[config.mk]
export PLATFORM = sky130hd
export DESIGN_NAME = phase_mod_pipe
export DESIGN_NICKNAME = d
export VERILOG_FILES = /design/src/rtl/phase_mod_pipe.sv
export SDC_FILE = /design/constraint.sdc
export NUM_CORES = 2
export LEC_CHECK = 0
export CORE_ASPECT_RATIO = 0.5
export CORE_MARGIN = 2
export CORE_UTILIZATION = 50
export DETAILED_ROUTE_END_ITERATION = 8
export GPL_ROUTABILITY_DRIVEN = 0
export PLACE_DENSITY = 0.67
export SLEW_MARGIN = 0
export SYNTH_ARGS = -nofsm -noshare
export SYNTH_HDL_FRONTEND = slang
export SYNTH_SLANG_ARGS = --single-unit
[constraint.sdc]
create_clock -name ap_clk -period 12.4 [get_ports ap_clk]
set_clock_uncertainty 0.05 [all_clocks]
set_input_delay 3.72 -clock ap_clk [delete_from_list [all_inputs] [get_ports ap_clk]]
set_output_delay 3.72 -clock ap_clk [all_outputs]
set_load 0.02 [all_outputs]
[src/rtl/phase_mod_pipe.sv]
// Complex rotator: out = bb * ph (or bb * conj(ph)), round-half-up scaled by 2^-(W-1), saturated.
// Latency: 3 register stages (input, products, output); one sample per clock.
// Backpressure: one enable stalls every stage together; in_ready = !out_valid || out_ready.
module phase_mod_pipe #(
    parameter int W     = 12,
    parameter int CNT_W = 16
) (
    input  logic                ap_clk,
    input  logic                ap_rst,
    input  logic                in_valid,
    output logic                in_ready,
    input  logic                in_conj,
    input  logic signed [W-1:0] bb_re,
    input  logic signed [W-1:0] bb_im,
    input  logic signed [W-1:0] ph_re,
    input  logic signed [W-1:0] ph_im,
    output logic                out_valid,
    input  logic                out_ready,
    output logic signed [W-1:0] out_re,
    output logic signed [W-1:0] out_im,
    output logic [CNT_W-1:0]    sat_count,
    input  logic                sat_clr
);

    localparam int SW = 2*W + 1;

    typedef struct packed {
        logic                conj;
        logic signed [W-1:0] a;
        logic signed [W-1:0] b;
        logic signed [W-1:0] c;
        logic signed [W-1:0] d;
    } s1_t;

    typedef struct packed {
        logic                  conj;
        logic signed [2*W-1:0] ac;
        logic signed [2*W-1:0] bd;
        logic signed [2*W-1:0] ad;
        logic signed [2*W-1:0] bc;
    } s2_t;

    localparam logic signed [SW-1:0] HALF  = {{(SW-W+1){1'b0}}, 1'b1, {(W-2){1'b0}}};
    localparam logic signed [SW-1:0] Y_MAX = {{(SW-W+1){1'b0}}, {(W-1){1'b1}}};
    localparam logic signed [SW-1:0] Y_MIN = {{(SW-W+1){1'b1}}, {(W-1){1'b0}}};
    localparam logic [W-1:0]         O_MAX = {1'b0, {(W-1){1'b1}}};
    localparam logic [W-1:0]         O_MIN = {1'b1, {(W-1){1'b0}}};

    logic en;
    logic s1_vld, s2_vld;
    s1_t  s1_dat;
    s2_t  s2_dat;

    logic signed [SW-1:0] sum_re, sum_im, sh_re, sh_im;
    logic [W-1:0]         clp_re, clp_im;
    logic                 clip;

    assign en       = !out_valid || out_ready;
    assign in_ready = en;

    always_ff @(posedge ap_clk or posedge ap_rst) begin
        if (ap_rst) begin
            s1_vld <= 1'b0;
            s1_dat <= '0;
            s2_vld <= 1'b0;
            s2_dat <= '0;
        end else if (en) begin
            s1_vld      <= in_valid;
            s1_dat.conj <= in_conj;
            s1_dat.a    <= bb_re;
            s1_dat.b    <= bb_im;
            s1_dat.c    <= ph_re;
            s1_dat.d    <= ph_im;
            s2_vld      <= s1_vld;
            s2_dat.conj <= s1_dat.conj;
            s2_dat.ac   <= $signed(s1_dat.a) * $signed(s1_dat.c);
            s2_dat.bd   <= $signed(s1_dat.b) * $signed(s1_dat.d);
            s2_dat.ad   <= $signed(s1_dat.a) * $signed(s1_dat.d);
            s2_dat.bc   <= $signed(s1_dat.b) * $signed(s1_dat.c);
        end
    end

    // Sums are one bit wider than the products, so they never overflow before scaling.
    always_comb begin
        sum_re = '0;
        sum_im = '0;
        if (s2_dat.conj) begin
            sum_re = SW'($signed(s2_dat.ac)) + SW'($signed(s2_dat.bd));
            sum_im = SW'($signed(s2_dat.bc)) - SW'($signed(s2_dat.ad));
        end else begin
            sum_re = SW'($signed(s2_dat.ac)) - SW'($signed(s2_dat.bd));
            sum_im = SW'($signed(s2_dat.ad)) + SW'($signed(s2_dat.bc));
        end
        sh_re = (sum_re + HALF) >>> (W-1);
        sh_im = (sum_im + HALF) >>> (W-1);
    end

    always_comb begin
        clp_re = sh_re[W-1:0];
        clp_im = sh_im[W-1:0];
        clip   = 1'b0;
        if (sh_re > Y_MAX) begin
            clp_re = O_MAX;
            clip   = 1'b1;
        end else if (sh_re < Y_MIN) begin
            clp_re = O_MIN;
            clip   = 1'b1;
        end
        if (sh_im > Y_MAX) begin
            clp_im = O_MAX;
            clip   = 1'b1;
        end else if (sh_im < Y_MIN) begin
            clp_im = O_MIN;
            clip   = 1'b1;
        end
    end

    // Output data only updates on valid samples so it holds through bubbles.
    always_ff @(posedge ap_clk or posedge ap_rst) begin
        if (ap_rst) begin
            out_valid <= 1'b0;
            out_re    <= '0;
            out_im    <= '0;
        end else if (en) begin
            out_valid <= s2_vld;
            if (s2_vld) begin
                out_re <= $signed(clp_re);
                out_im <= $signed(clp_im);
            end
        end
    end

    always_ff @(posedge ap_clk or posedge ap_rst) begin
        if (ap_rst) begin
            sat_count <= '0;
        end else if (sat_clr) begin
            sat_count <= '0;
        end else if (en && s2_vld && clip && (sat_count != {CNT_W{1'b1}})) begin
            sat_count <= sat_count + CNT_W'(1);
        end
    end

endmodule
==> run summary <==
status = finished, final reports clean
sequential-to-total area share from yosys stat = 14.6%
gr usage total = 26.4%
# diodes = 0
CP Max Fanout = 65
synth cell count leaders = 683 x inv_1, 654 x nand2_1, 552 x fa_1
row count = 65
Reg clk slew, reported paths = 0.07 ns
wirelength, routed = 82600 microns
mapped cell area = 32400 sq um
post-cts sizing count = 0
nets = 4580
FILL cells = 5791
max cap viols = 0
Die ar. = 67000 sq um
Port Buffer Count = 95
Area contributors post-synth = fa_1 34%, dfrtp_1 15%, ha_1 9.9%
Slew headroom = 19.4%
first-pass GRT wire length = 138000 microns
CTS Buf Count = 17
syn_area_per_cell = 8.72 sq um
Vias = 25100
post-synth top area cell = fa_1
Initial Util = 51.0%
largest net degree at the start of global routing = 76
CTS tree = built
Slew @ Worst Pin = 1.21 ns
num ports = 96
ys async rst share = 100%
Hold Crit Class = reg -> reg
Die Y = 184 microns
Final Util = 54.8%
gate count of the mapped netlist = 3720
initial DRC count = 2110
Routed Antenna Nets = 0
post-DR vias/cell = 5.46
Placeable Area = 63600 sq um
CP Class = in -> out
share of cells above drive strength 1 = 2.65%
final hold violation count = 0
required time of the critical path = 8.63 ns
final setup violating endpoints = 0
drt first pass iters = 5
htree depth = 4
final setup TNS = 0 ns
Sink Count = 189
CTS root buf = clkbuf_16
Post-CTS Hold Buffers = 0
Critical Path Sink Type = output port
most common cell in the netlist = inv_1
vias in the first global route = 25800
RSZ-0062 raised after global routing = no
initial antenna violation count = 10
Ys Warns = 0
Synth Flop Type = dfrtp_1
final worst path period share = 77.1%
Die Width = 364 microns
min cycle time layout = 9.56 ns
Remaining DRCs = 0
WP data arrival = 5.79 ns
Avg WL per Cell = 18.0 microns
Critical Path Start Type = input pin
Synth cell types = 76
Longest Clk Path Bufs = 2
Yosys top cell area share = 34.1%
postcts setup bufs = 0
P&R area growth vs syn = 7.40%
maximum operating frequency = 105 MHz
final hold slack = 0.424 ns
global route overflow = 0
number of synthesized flops with an enable pin = 0
worst-skew pair later-pin latency = 0.48 ns
Seq cells post-synth = 189
Post-DP HPWL = 64400 microns
syn_nets = 4582
fin. max-slew vios = 0
[final timing paths]
| path | from | end | slack [ns] | depth (start not counted) |
|---|---|---|---|---|
| setup / recovery | out_ready | in_ready | 2.84 | 5 |
| hold / removal | s1_dat[48]$_DFFE_PP0N_ | s1_dat[48]$_DFFE_PP0N_ | 0.42 | 2 |
| setup reg to reg | s1_dat[12]$_DFFE_PP0N_ | s2_dat[21]$_DFFE_PP0N_ | 4.41 | 23 |
| hold reg to reg | s1_dat[48]$_DFFE_PP0N_ | s1_dat[48]$_DFFE_PP0N_ | 0.42 | 2 |
| max in group asynchronous | ap_rst | s2_dat[18]$_DFFE_PP0N_ | 7.36 | 3 |
| min in group asynchronous | ap_rst | s2_dat[15]$_DFFE_PP0N_ | 3.61 | 2 |
[critical path: stages]
cell	delay [ns]
clkdlybuf4s50_1	0.47
nor2b_4	0.13
buf_4	0.55
inv_6	0.26
clkdlybuf4s50_1	0.62
[final cells by class]
class                      count  area, sq um  share of cell area (%)
clock inverter                14          201                   0.578
sequential                   189         4730                    13.6
clock buffer                  18          439                    1.26
tap                          871         1090                    3.13
multi-input combinational   2695        24600                    70.5
inverter                     684         2580                    7.41
timing repair buffer         131         1220                    3.51
[routing by layer]
metal	routed length, microns	GRT usage [%]	share of wire, %
met1	39000	39.7	47
met2	34900	39.4	42
met3	7250	5.19	8.8
met4	1410	5.55	1.7
met5	38	0	0.046
[registers in the layout, summed over array words and instances, names as in the netlist]
name,flops
out_im,12
s1_vld,1
s2_dat,97
s2_vld,1
sat_count,16
s1_dat,49
out_valid,1
out_re,12
[per-stage QoR]
step / instances / worst slack [ns] / instance area [sq um]
final: 4602 / 2.84 / 34800
after floorplan: 3720 / 3.49 / 32400
after detailed placement: 4570 / 2.82 / 34200
after CTS: 4602 / 2.81 / 34800
after global routing: 4602 / 2.69 / 34800
after global placement: 4570 / 2.81 / 34200
[cells by family after synthesis]
family / share of synthesized area [%]
AND/OR/NAND/NOR: 17.8
buffers and inverters: 9.68
adder cells (fa/ha/maj): 44.0
AO/OA/AOI/OAI: 8.78
flip-flops: 14.6
XOR/XNOR: 4.88
multiplexers: 0.293
[layout by cell type, fill, tap and decap left out, types with 9 or more instances in the layout]
cell type,netlist,routed
fa_1,552,552
nor2b_1,10,9
inv_1,683,682
and3_1,15,15
nor4_1,11,11
and2_1,218,218
o31ai_1,28,28
clkdlybuf4s50_1,0,95
nand4_1,13,13
xnor2_1,128,128
buf_4,0,36
a21boi_0,12,12
nand2_1,654,654
nor2_1,142,142
nand3_1,34,34
nand2b_1,53,53
a211oi_1,19,19
or3_1,15,15
o21a_1,10,10
xor2_1,51,51
clkbuf_16,0,17
a21oi_1,144,144
or4_1,12,12
ha_1,256,256
a21o_1,26,26
nor3_1,47,47
dfrtp_1,189,189
o21ai_0,113,113
a31oi_1,20,20
Power is left out: the tool's default activity adds up to more than one toggle a clock period on the data nets, which glitch-free logic cannot reach.
